[config.mk]
export PLATFORM = sky130hd
export DESIGN_NAME = jk_bank_sequencer
export DESIGN_NICKNAME = d
export VERILOG_FILES = /design/src/rtl/jk_bank_sequencer.sv
export SDC_FILE = /design/constraint.sdc
export NUM_CORES = 1
export LEC_CHECK = 0
export CORE_ASPECT_RATIO = 0.6
export CORE_MARGIN = 5
export CORE_UTILIZATION = 39
export DETAILED_ROUTE_END_ITERATION = 8
export PLACE_DENSITY = 0.75
export SETUP_SLACK_MARGIN = 0.3
export SYNTH_ARGS = -nofsm -noshare
export SYNTH_HDL_FRONTEND = slang
export SYNTH_SLANG_ARGS = --single-unit
[constraint.sdc]
create_clock -name clk -period 1.65 [get_ports clk]
set_clock_uncertainty 0.05 [all_clocks]
set_input_delay 0.33 -clock clk [delete_from_list [all_inputs] [get_ports clk]]
set_output_delay 0.33 -clock clk [all_outputs]
set_load 0.01 [all_outputs]
[src/rtl/jk_bank_sequencer.sv]
// jk_bank_sequencer: command-driven controller for a WIDTH-bit bank of JK cells.
// Mask commands (CLR/SET/TGL) apply one cycle of J/K drive. CNT_UP steps the
// bank as a binary counter for cmd_count cycles.
// Optional feature macro: JK_SEQ_DOWN_EN enables CNT_DN (op 101). When the macro
// is undefined, op 101 is reserved and behaves as a NOP.
module jk_bank_sequencer #(
    parameter int unsigned WIDTH = 8,
    parameter int unsigned CNT_W = 4
) (
    input  logic             clk,
    input  logic             rst,
    input  logic             i_cmd_valid,
    output logic             o_cmd_ready,
    input  logic [2:0]       i_cmd_op,
    input  logic [WIDTH-1:0] i_cmd_mask,
    input  logic [CNT_W-1:0] i_cmd_count,
    output logic [WIDTH-1:0] o_q,
    output logic [WIDTH-1:0] o_jk_j,
    output logic [WIDTH-1:0] o_jk_k,
    output logic             o_busy,
    output logic             o_done
);

    localparam logic [2:0] OP_CLR    = 3'b001;
    localparam logic [2:0] OP_SET    = 3'b010;
    localparam logic [2:0] OP_TGL    = 3'b011;
    localparam logic [2:0] OP_CNT_UP = 3'b100;
`ifdef JK_SEQ_DOWN_EN
    localparam logic [2:0] OP_CNT_DN = 3'b101;
`endif

    typedef enum logic [1:0] {
        S_IDLE  = 2'd0,
        S_APPLY = 2'd1,
        S_COUNT = 2'd2,
        S_DONE  = 2'd3
    } state_t;

    state_t           r_state;
    state_t           w_state_nxt;
    logic [WIDTH-1:0] r_q;
    logic [WIDTH-1:0] r_mask;
    logic [2:0]       r_op;
    logic [CNT_W-1:0] r_cnt;
    logic [CNT_W-1:0] w_cnt_nxt;
    logic [WIDTH-1:0] w_j;
    logic [WIDTH-1:0] w_k;
    logic [WIDTH-1:0] w_t_up;
    logic [WIDTH-1:0] w_t;
    logic             w_accept;
    logic             w_is_cnt;
`ifdef JK_SEQ_DOWN_EN
    logic             r_down;
    logic [WIDTH-1:0] w_t_dn;
`endif

    // Increment step vector: a cell toggles when every lower cell is 1
    always_comb begin : p_t_up
        logic c;
        c = 1'b1;
        for (int i = 0; i < WIDTH; i++) begin
            w_t_up[i] = c;
            c         = c & r_q[i];
        end
    end

`ifdef JK_SEQ_DOWN_EN
    // Decrement step vector: a cell toggles when every lower cell is 0
    always_comb begin : p_t_dn
        logic c;
        c = 1'b1;
        for (int i = 0; i < WIDTH; i++) begin
            w_t_dn[i] = c;
            c         = c & ~r_q[i];
        end
    end

    // Count command classification and step vector selection
    always_comb begin
        w_is_cnt = (i_cmd_op == OP_CNT_UP) || (i_cmd_op == OP_CNT_DN);
        w_t      = r_down ? w_t_dn : w_t_up;
    end
`else
    // Count command classification; op 101 falls through to the APPLY path
    always_comb begin
        w_is_cnt = (i_cmd_op == OP_CNT_UP);
        w_t      = w_t_up;
    end
`endif

    // Next-state and per-cycle J/K drive
    always_comb begin
        w_state_nxt = r_state;
        w_cnt_nxt   = r_cnt;
        w_j         = '0;
        w_k         = '0;
        w_accept    = 1'b0;
        case (r_state)
            S_IDLE: begin
                if (i_cmd_valid) begin
                    w_accept = 1'b1;
                    if (w_is_cnt) begin
                        w_state_nxt = (i_cmd_count == '0) ? S_DONE : S_COUNT;
                    end else begin
                        w_state_nxt = S_APPLY;
                    end
                end
            end
            S_APPLY: begin
                case (r_op)
                    OP_CLR:  w_k = r_mask;
                    OP_SET:  w_j = r_mask;
                    OP_TGL:  begin w_j = r_mask; w_k = r_mask; end
                    default: ;
                endcase
                w_state_nxt = S_DONE;
            end
            S_COUNT: begin
                w_j       = w_t;
                w_k       = w_t;
                w_cnt_nxt = r_cnt - CNT_W'(1);
                if (r_cnt == CNT_W'(1)) w_state_nxt = S_DONE;
            end
            S_DONE: w_state_nxt = S_IDLE;
            default: w_state_nxt = S_IDLE;
        endcase
    end

    // State, command latch, and JK bank update
    always_ff @(posedge clk) begin
        if (rst) begin
            r_state <= S_IDLE;
            r_q     <= '0;
            r_mask  <= '0;
            r_op    <= '0;
            r_cnt   <= '0;
`ifdef JK_SEQ_DOWN_EN
            r_down  <= 1'b0;
`endif
        end else begin
            r_state <= w_state_nxt;
            r_q     <= (w_j & ~r_q) | (~w_k & r_q);
            if (w_accept) begin
                r_op   <= i_cmd_op;
                r_mask <= i_cmd_mask;
                r_cnt  <= i_cmd_count;
`ifdef JK_SEQ_DOWN_EN
                r_down <= (i_cmd_op == OP_CNT_DN);
`endif
            end else begin
                r_cnt <= w_cnt_nxt;
            end
        end
    end

    assign o_q         = r_q;
    assign o_jk_j      = w_j;
    assign o_jk_k      = w_k;
    assign o_cmd_ready = (r_state == S_IDLE);
    assign o_busy      = (r_state != S_IDLE);
    assign o_done      = (r_state == S_DONE);

endmodule

# Word-level counts from Yosys, hierarchy flattened

Index checks and enable logic that the tools add are counted.

Flip-flop bits (word level): 25
Input port bits: 18
Output and inout bits: 27
Word-level logic and storage cells: 47

Add/sub/neg operators: 1
Equality and inequality tests: 10
Mux-type cells: 13
Bitwise operators: 11
Reduce and logical (&&, ||, !) cells: 7

Operators with widths:

| kind                                                                  | count |
|---|---|
| 8-bit one-hot mux with 2 select lines                                 | 2 |
| 8-bit bitwise AND                                                     | 2 |
| 8-bit 2-to-1 mux                                                      | 2 |
| 8-bit inverter                                                        | 2 |
| 4-bit 2-to-1 mux                                                      | 2 |
| 8-bit bitwise OR                                                      | 1 |
| 2-bit one-hot mux with 4 select lines                                 | 1 |
| 1-bit bitwise AND                                                     | 6 |
| 3-bit by 2-bit equality test with 1-bit output, second input constant | 2 |
| 2-bit 2-to-1 mux                                                      | 3 |
| 2-bit equality test, second input constant                            | 2 |
| 4-bit by 1-bit equality test with 1-bit output, second input constant | 1 |
| 4-bit logical NOT                                                     | 1 |
| 2-bit inequality test, second input constant                          | 2 |
| 2-bit nonzero test                                                    | 2 |
| 2-bit OR reduction                                                    | 2 |
| 4-bit by 1-bit subtractor with 4-bit output, second input constant    | 1 |
| 3-bit by 1-bit equality test with 1-bit output, second input constant | 1 |
| 3-bit equality test, second input constant                            | 1 |
| 1-bit 2-to-1 mux                                                      | 3 |
| 2-bit by 1-bit equality test with 1-bit output, second input constant | 1 |
| 2-bit logical NOT                                                     | 1 |
| 2-bit AND reduction                                                   | 1 |

# Longest topological paths before layout

Gate-level depths: netlist (run 1).

Depth in word-level cells: 10
Mapped depth: 8
Depth with buffers taken out: 6

# Worst setup path after synthesis (run 1)

No wires, ideal clock.

Path type: reg2out
From: register r_state[0]
To: output port o_jk_k[3]
Data arrival time: 1377 ps
Data required time: 1270 ps
Path slack: -107 ps
Stages on the path, launching flop included: 7
Buffers on the path: 2
Cell sequence: dfxtp_1 > inv_1 > ha_1 > buf_2 > inv_2 > buf_2 > a21oi_1

Cells in the longest elaborated chain, start to end: 2
Elaborated cells on any way between the ends: 3
Classes of those cells: eq/ne (2); mux (1)

RTL lines:

| what                                                                                  | RTL line | source |
|---|---|---|
| start: declaration                                                                    | 39       | `state_t r_state;` |
| start signal: assignment                                                              | 141      | `r_state <= w_state_nxt;` |
| 2-bit equality test or 2-bit by 1-bit equality test with 1-bit output (tied branches) | 98       | `case (r_state)` |
| 8-bit one-hot mux with 2 select lines (*)                                             | 98       |  |
| end: declaration                                                                      | 19       | `output logic [WIDTH-1:0] o_jk_k,` |

Every way passes the cells marked *; elsewhere a longest branch is shown, timed or not.

# Worst setup path in the final report (run 1)

From: register r_state[1]
To: output port o_jk_k[0]

Same word-level chain as after synthesis.

==> metrics.cfg, run 1 <==
[clock_tree]
insertion_delay_ns=0.28
htree_levels=1
cts_made_buffers=3
clkTransAtPathRegs_ns=0.09
clock-sinks=25
cts_tree=done
cts_root_buf=clkbuf_8
cts_buffer_depth=2

[worst_setup_path]
crit_type=register to output pin
start_kind=register
cp_slowest_cell=dfxtp_4
endpoint_kind=output pin
path_cells=inv_4 -> ha_4 -> and3b_2 -> buf_6 -> a21oi_4 -> nor2_4 -> buf_6
cp_data_required_time_ns=1.27
cp.arrival_ns=1.65
cp_common_cell=buf_6
crit_path_max_fanout=6
critical-path-max-stage-delay_ns=0.39

[pwr]
power.density_nw_per_um2=988
clkPwrFrac=0.127
total_power_mw=3.09
seq_power_share=0.251
leakage_nw=1.21
swShare=0.422
vdd_drop_max_mv=0.694
p_comb_frac=0.622
switchingPower_mw=1.30
p_int_mw=1.79

[timing]
period_share=1.23
hold_viol_final=0
fmax_mhz=493
max_slew_margin=0.468
rsz0062_at_grt=yes
finalSetupViolCount=22
fin_crit_ns=2.03
final_max_slew_viol_count=0
tightest_slew_ns=0.797
layout_setup_ws_ns=-0.379

[die]
die_w_um=88.0
die_area_um2=5000
num_rows=17
initial_core_util=0.396
ios=45
core_um2=3590
die_y_um=56.8

[drt]
finalWirelength_um=6920
viasPerCell=5.75
detail_route.wl_per_cell_um=21.2
ant_nets=0
dr.pass1.iters=5
vias=1873
drt-initial-drc-count=85
drc=0

[global_route]
grt_pass1_wl_um=9010
grt_max_degree=15
grt_antenna_before_repair=0
grt_usage=0.235
grt-ovfl-total=0
grt_pass1_vias=1725

[logic_synthesis]
synth_edf_count=0
yosysTopAreaCell=dfxtp_1
avgSynthCellArea_um2=7.87
synth-main-ff-cell=dfxtp_1
synth_warnings=0
synth_nets=206
synth.most_common_cell=nand2_1
yosysUniqueCellTypes=40
netlist_top_cells_count=nand2_1 (46), dfxtp_1 (25), a21oi_1 (22)
ys_seq_elements=25
synth.area.top_cells=dfxtp_1 (35%), nand2_1 (12%), a21oi_1 (7.7%), ha_1 (6.2%), nor2_1 (3.4%)
netlist_instances=181
seq_area_frac_synth=0.351
synth_top_area_frac=0.351
syn-cell-area_um2=1420
ys_async_sr_fraction=0

[layout]
nets=305
fillers=160
layout.area.seq_um2=527
area_delta_synth_final_pct=120
multi_input_area_um2=1450
diodes=0
drive_gt1_frac=0.695
fin_util=0.871

[outcome]
status=complete, but fails checks
violations=setup timing

[placed_design]
gp_congestion=0.784
io_buffers=44
dpl.hpwl_um=3320

[worst_hold_path]
hp-class=register to register

[run]
maxCapViolCount=0

path summary, 6_finish.rpt:
path / start / end / slack [ns] / depth (start not counted)
setup / recovery: r_state[1] / o_jk_k[0] / -0.38 / 7
hold / removal: r_mask[4] / r_mask[4] / 0.44 / 2
setup reg to reg: r_state[1] / o_q[0] / -0.14 / 8
hold reg to reg: r_mask[4] / r_mask[4] / 0.44 / 2
flip-flops by register name, indices dropped and copies added (netlist names):
name     flops
o_q          8
r_cnt        4
r_mask       8
r_op         3
r_state      2
cells in the final DEF (no fill, tap or decap), drive strengths merged, types with 4 or more instances in the layout:
cell type      count
dfxtp             25
a21oi             25
nand2             49
ha                 7
clkbuf             4
nand4              4
a211oi             5
clkdlybuf4s50     16
o22ai              4
inv                8
buf               81
nor2              13
through the flow:
stage | std cells | hold slack [ns] | setup TNS (ns) | instance area, um2 | setup slack, ns
final | 326 | 0.435 | -5.47 | 3130 | -0.379
after global routing | 326 | 0.453 | -6.63 | 3130 | -0.435
after CTS | 315 | 0.416 | -4.21 | 2820 | -0.304
after detailed placement | 295 | 0.403 | -7.81 | 2330 | -0.512
after global placement | 295 | 0.396 | -7.19 | 2330 | -0.476
after floorplan | 181 | 0.387 | 0 | 1650 | 0.104
cell type report:
type                    count  share of cell area
clock buffers               3              0.0132
clock inverters             1             0.00160
inverters                   7              0.0168
multi-input cells         142               0.463
flip-flops and latches     25               0.168
well taps                  47              0.0188
repair buffers            100               0.313
repair inverters            1             0.00519
what timing repair did:
action,4_1_cts,5_1_grt
setup buffers,12,10
hold buffers,0,0
gates resized for setup,197,64
setup endpoints to repair,52,48
cloned,4,1
pin swaps,26,31
power by group through the flow:
stage / Sequential [mW] / Clock, mW / Combinational [mW]
final: 0.777 / 0.394 / 1.92
after global routing: 0.784 / 0.417 / 2.02
after CTS: 0.764 / 0.384 / 1.62
after detailed placement: 0.779 / 0 / 1.04
after global placement: 0.773 / 0 / 1.03
after floorplan: 0.771 / 0 / 0.680
routing by layer:
layer | vias to the layer above | wire length [um] | part of all wire | track usage
li1 | 840 | - | - | -
met1 | 918 | 2980 | 0.43 | 0.318
met2 | 96 | 3260 | 0.47 | 0.370
met3 | 19 | 561 | 0.081 | 0.0513
met4 | 0 | 125 | 0.018 | 0.0744
met5 | - | 0 | 0 | 0
cells by family (layout without fill, tap and decap cells):
logic type | count (synthesis) | in the layout | synth area share
multiplexers | 1 | 1 | 0.00703
adder cells (fa/ha/maj) | 7 | 7 | 0.0615
flip-flops | 25 | 25 | 0.351
XOR/XNOR | 3 | 3 | 0.0185
buffers and inverters | 17 | 112 | 0.0554
AND/OR/NAND/NOR | 82 | 85 | 0.284
AO/OA/AOI/OAI | 46 | 46 | 0.222
worst max-delay path, delay by kind of cell (launching register included):
kind	cells	cell delay (ns)
AOI/OAI and AO/OA	1	0.15
buffers and inverters	3	0.31
and+or+nand+nor	2	0.34
DFF	1	0.39
adders and majority gates	1	0.16
No activity file was read; power rests on OpenSTA's default activity.
==> run 2, diff against run 1 <==
--- a/config.mk
+++ b/config.mk
@@ -8,8 +8,10 @@
 export CORE_ASPECT_RATIO = 0.6
 export CORE_MARGIN = 5
 export CORE_UTILIZATION = 39
+export CTS_CLUSTER_SIZE = 12
 export DETAILED_ROUTE_END_ITERATION = 8
-export PLACE_DENSITY = 0.75
+export PLACE_DENSITY = 0.72
+export REMOVE_ABC_BUFFERS = 1
 export SETUP_SLACK_MARGIN = 0.3
 export SYNTH_ARGS = -nofsm -noshare
 export SYNTH_HDL_FRONTEND = slang
==> constraint.sdc (replaced) <==
create_clock -name clk -period 2.1 [get_ports clk]
set_clock_uncertainty 0.05 [all_clocks]
set_input_delay 0.42 -clock clk [delete_from_list [all_inputs] [get_ports clk]]
set_output_delay 0.42 -clock clk [all_outputs]
set_load 0.01 [all_outputs]
==> run 2 against run 1 <==
Net effect:
- the flow now finishes without violations
- hold slack improved by 0.0062 ns
- global-route usage down 3.7 points
- first-iteration DRC count rose by 32%
- register-to-register slack improved by 0.51 ns
- final area is 18% lower
- combinational power decreased by 53%
- total power down 41%
- sequential power is 21% lower
- wire length down 25%
- setup slack better by 0.39 ns
- clock power decreased by 27%
- critical endpoint is now o_jk_j[2]
- largest power group unchanged
==> metrics.cfg, run 2 (synthesis gave the netlist of run 1 again) <==
[placed_design]
dp_cells=293  ; was 295
dpl.hpwl_um=3140  ; was 3320 um
gp_congestion=0.811  ; was 0.784
io_buffers=44  ; unchanged

[timing]
period_share=0.995
final_max_slew_viol_count=0  ; unchanged
finalSetupViolCount=0  ; was 22
hold_viol_final=0  ; unchanged
rsz0062_at_grt=yes  ; unchanged
max_slew_margin=0.667  ; was 0.468
fin_crit_ns=2.09
tightest_slew_ns=0.494  ; was 0.797 ns
fmax_mhz=479

[worst_setup_path]
cp.arrival_ns=1.62  ; was 1.65 ns
endpoint_kind=output pin  ; unchanged
r2r_end=o_q[1]  ; was o_q[0]
rrSetupSlack_ns=0.37  ; was -0.14 ns
cp_data_required_time_ns=1.63  ; was 1.27 ns
start_kind=register  ; unchanged
crit_type=register to output pin  ; unchanged
r2r.worst_path.cells=11  ; was 8
crit_path_max_fanout=4  ; was 6
rr_startpoint=r_state[1]  ; unchanged

[layout]
nets=297  ; was 305
fin_util=0.717  ; was 0.871
instances_no_fill=318  ; was 326
area_delta_synth_final_pct=81.0  ; was 120%
final_common_cell=buf_4  ; was buf_6
drive_gt1_frac=0.476  ; was 0.695
final_cell_mix=buf_4 (45), nand2_1 (35), clkdlybuf4s50_1 (23)  ; was buf_6 (37), buf_4 (31), nand2_1 (19)
diodes=0  ; unchanged

[pwr]
vdd_drop_max_mv=0.479  ; was 0.694 mV
power.density_nw_per_um2=703  ; was 988 nW/um2
leakage_nw=1.09  ; was 1.21 nW

[clock_tree]
htree_levels=1  ; unchanged
insertion_delay_ns=0.27  ; was 0.28 ns
cts_buffer_depth=2  ; unchanged
cts_root_buf=clkbuf_8  ; unchanged
cts_hold_buf=0  ; unchanged
cts_tree=done  ; unchanged
clkTransAtPathRegs_ns=0.08  ; was 0.09 ns
cts_made_buffers=3  ; unchanged
clock-sinks=25  ; unchanged

[global_route]
grt_pass1_vias=1605  ; was 1725
grt-ovfl-total=0  ; unchanged
grt_usage=0.198  ; was 0.235
grt_max_degree=25  ; was 15
grt_antenna_before_repair=0  ; unchanged
grt_pass1_wl_um=7760  ; was 9010 um

[drt]
finalWirelength_um=5210  ; was 6920 um
drc=0  ; unchanged
dr.pass1.iters=4  ; was 5
drt-initial-drc-count=112  ; was 85
vias=1677  ; was 1873
detail_route.wl_per_cell_um=16.4  ; was 21.2 um
ant_nets=0  ; unchanged
viasPerCell=5.27  ; was 5.75

[outcome]
status=finished, final reports clean  ; was complete, but fails checks

[run]
maxCapViolCount=0  ; unchanged

[die]
core_um2=3590  ; unchanged
ios=45  ; unchanged
num_rows=17  ; unchanged
die_y_um=56.8  ; unchanged
die_area_um2=5000  ; unchanged
initial_core_util=0.396  ; unchanged
die_w_um=88.0  ; unchanged

[worst_hold_path]
hp-start=r_mask[4]  ; unchanged
min_path_cells=2  ; unchanged
hp-class=register to register  ; unchanged
holdPathEnd=r_mask[4]  ; unchanged

## run 2: cell types whose count changed in the layout (fill, tap and decap cells not counted), moves of 8 or more
cell and delta:
a21oi_1 +11, buf_4 +14, buf_6 -23, nand2_1 +16, nand2_2 -8, nand2_4 -8
## run 2: layer usage
layer  global-route usage  part of all wire  up-vias
met5                    0                 0        -
met4               0.0438             0.010        0
met3               0.0616             0.062        6
met2                0.322              0.49       51
met1                0.256              0.44      800
li1                     -                 -      820
## run 2: layout make-up
class	count	area [um2]
flip-flops and latches	25	514
well taps	47	58.8
clock buffers	4	45.0
fillers	259	1020
multi-input cells	139	1110
inverters	7	33.8
repair buffers	96	811
## run 2: worst max path at each step
stage / from / to / slack [ns] / cells past startpoint
5_1_grt: r_state[1] / o_jk_j[2] / -0.02 / 7
2_1_floorplan: r_state[0] / o_jk_j[7] / 0.18 / 5
3_5_place_dp: r_state[1] / o_jk_j[5] / -0.18 / 6
4_1_cts: r_state[1] / o_jk_j[4] / 0.08 / 6
6_report: r_state[1] / o_jk_j[2] / 0.01 / 7
3_3_place_gp: r_state[1] / o_jk_j[2] / -0.12 / 6
## run 2: critical path, stage by stage (launching register included)
cell and delay (ns):
dfxtp_4 0.37, inv_4 0.08, ha_4 0.13, and3b_2 0.27
buf_6 0.13, nand2_4 0.04, a21oi_2 0.17, buf_2 0.16
## run 2: what timing repair did
item / CTS / global route
resized for setup: 124 / 36
pin swaps: 18 / 17
cloned: 0 / 0
setup endpoints to repair: 19 / 22
buffers inserted: 13 / 8
## run 2: power by group
part           internal (mW)  switching, mW  total [mW]
registers              0.536         0.0767       0.613
logic                  0.445          0.466       0.911
clock network          0.136          0.152       0.287
## run 2: metrics by stage
step | hold WS (ns) | setup slack, ns | instance area (um2) | power [mW] | setup TNS [ns]
5_1_grt | 0.450 | -0.0249 | 2580 | 1.90 | -0.0604
3_3_place_gp | 0.399 | -0.123 | 2100 | 1.26 | -1.34
4_1_cts | 0.410 | 0.0775 | 2380 | 1.69 | 0
2_1_floorplan | 0.381 | 0.180 | 1370 | 0.941 | 0
6_report | 0.441 | 0.0113 | 2580 | 1.81 | 0
3_5_place_dp | 0.398 | -0.179 | 2100 | 1.28 | -1.84
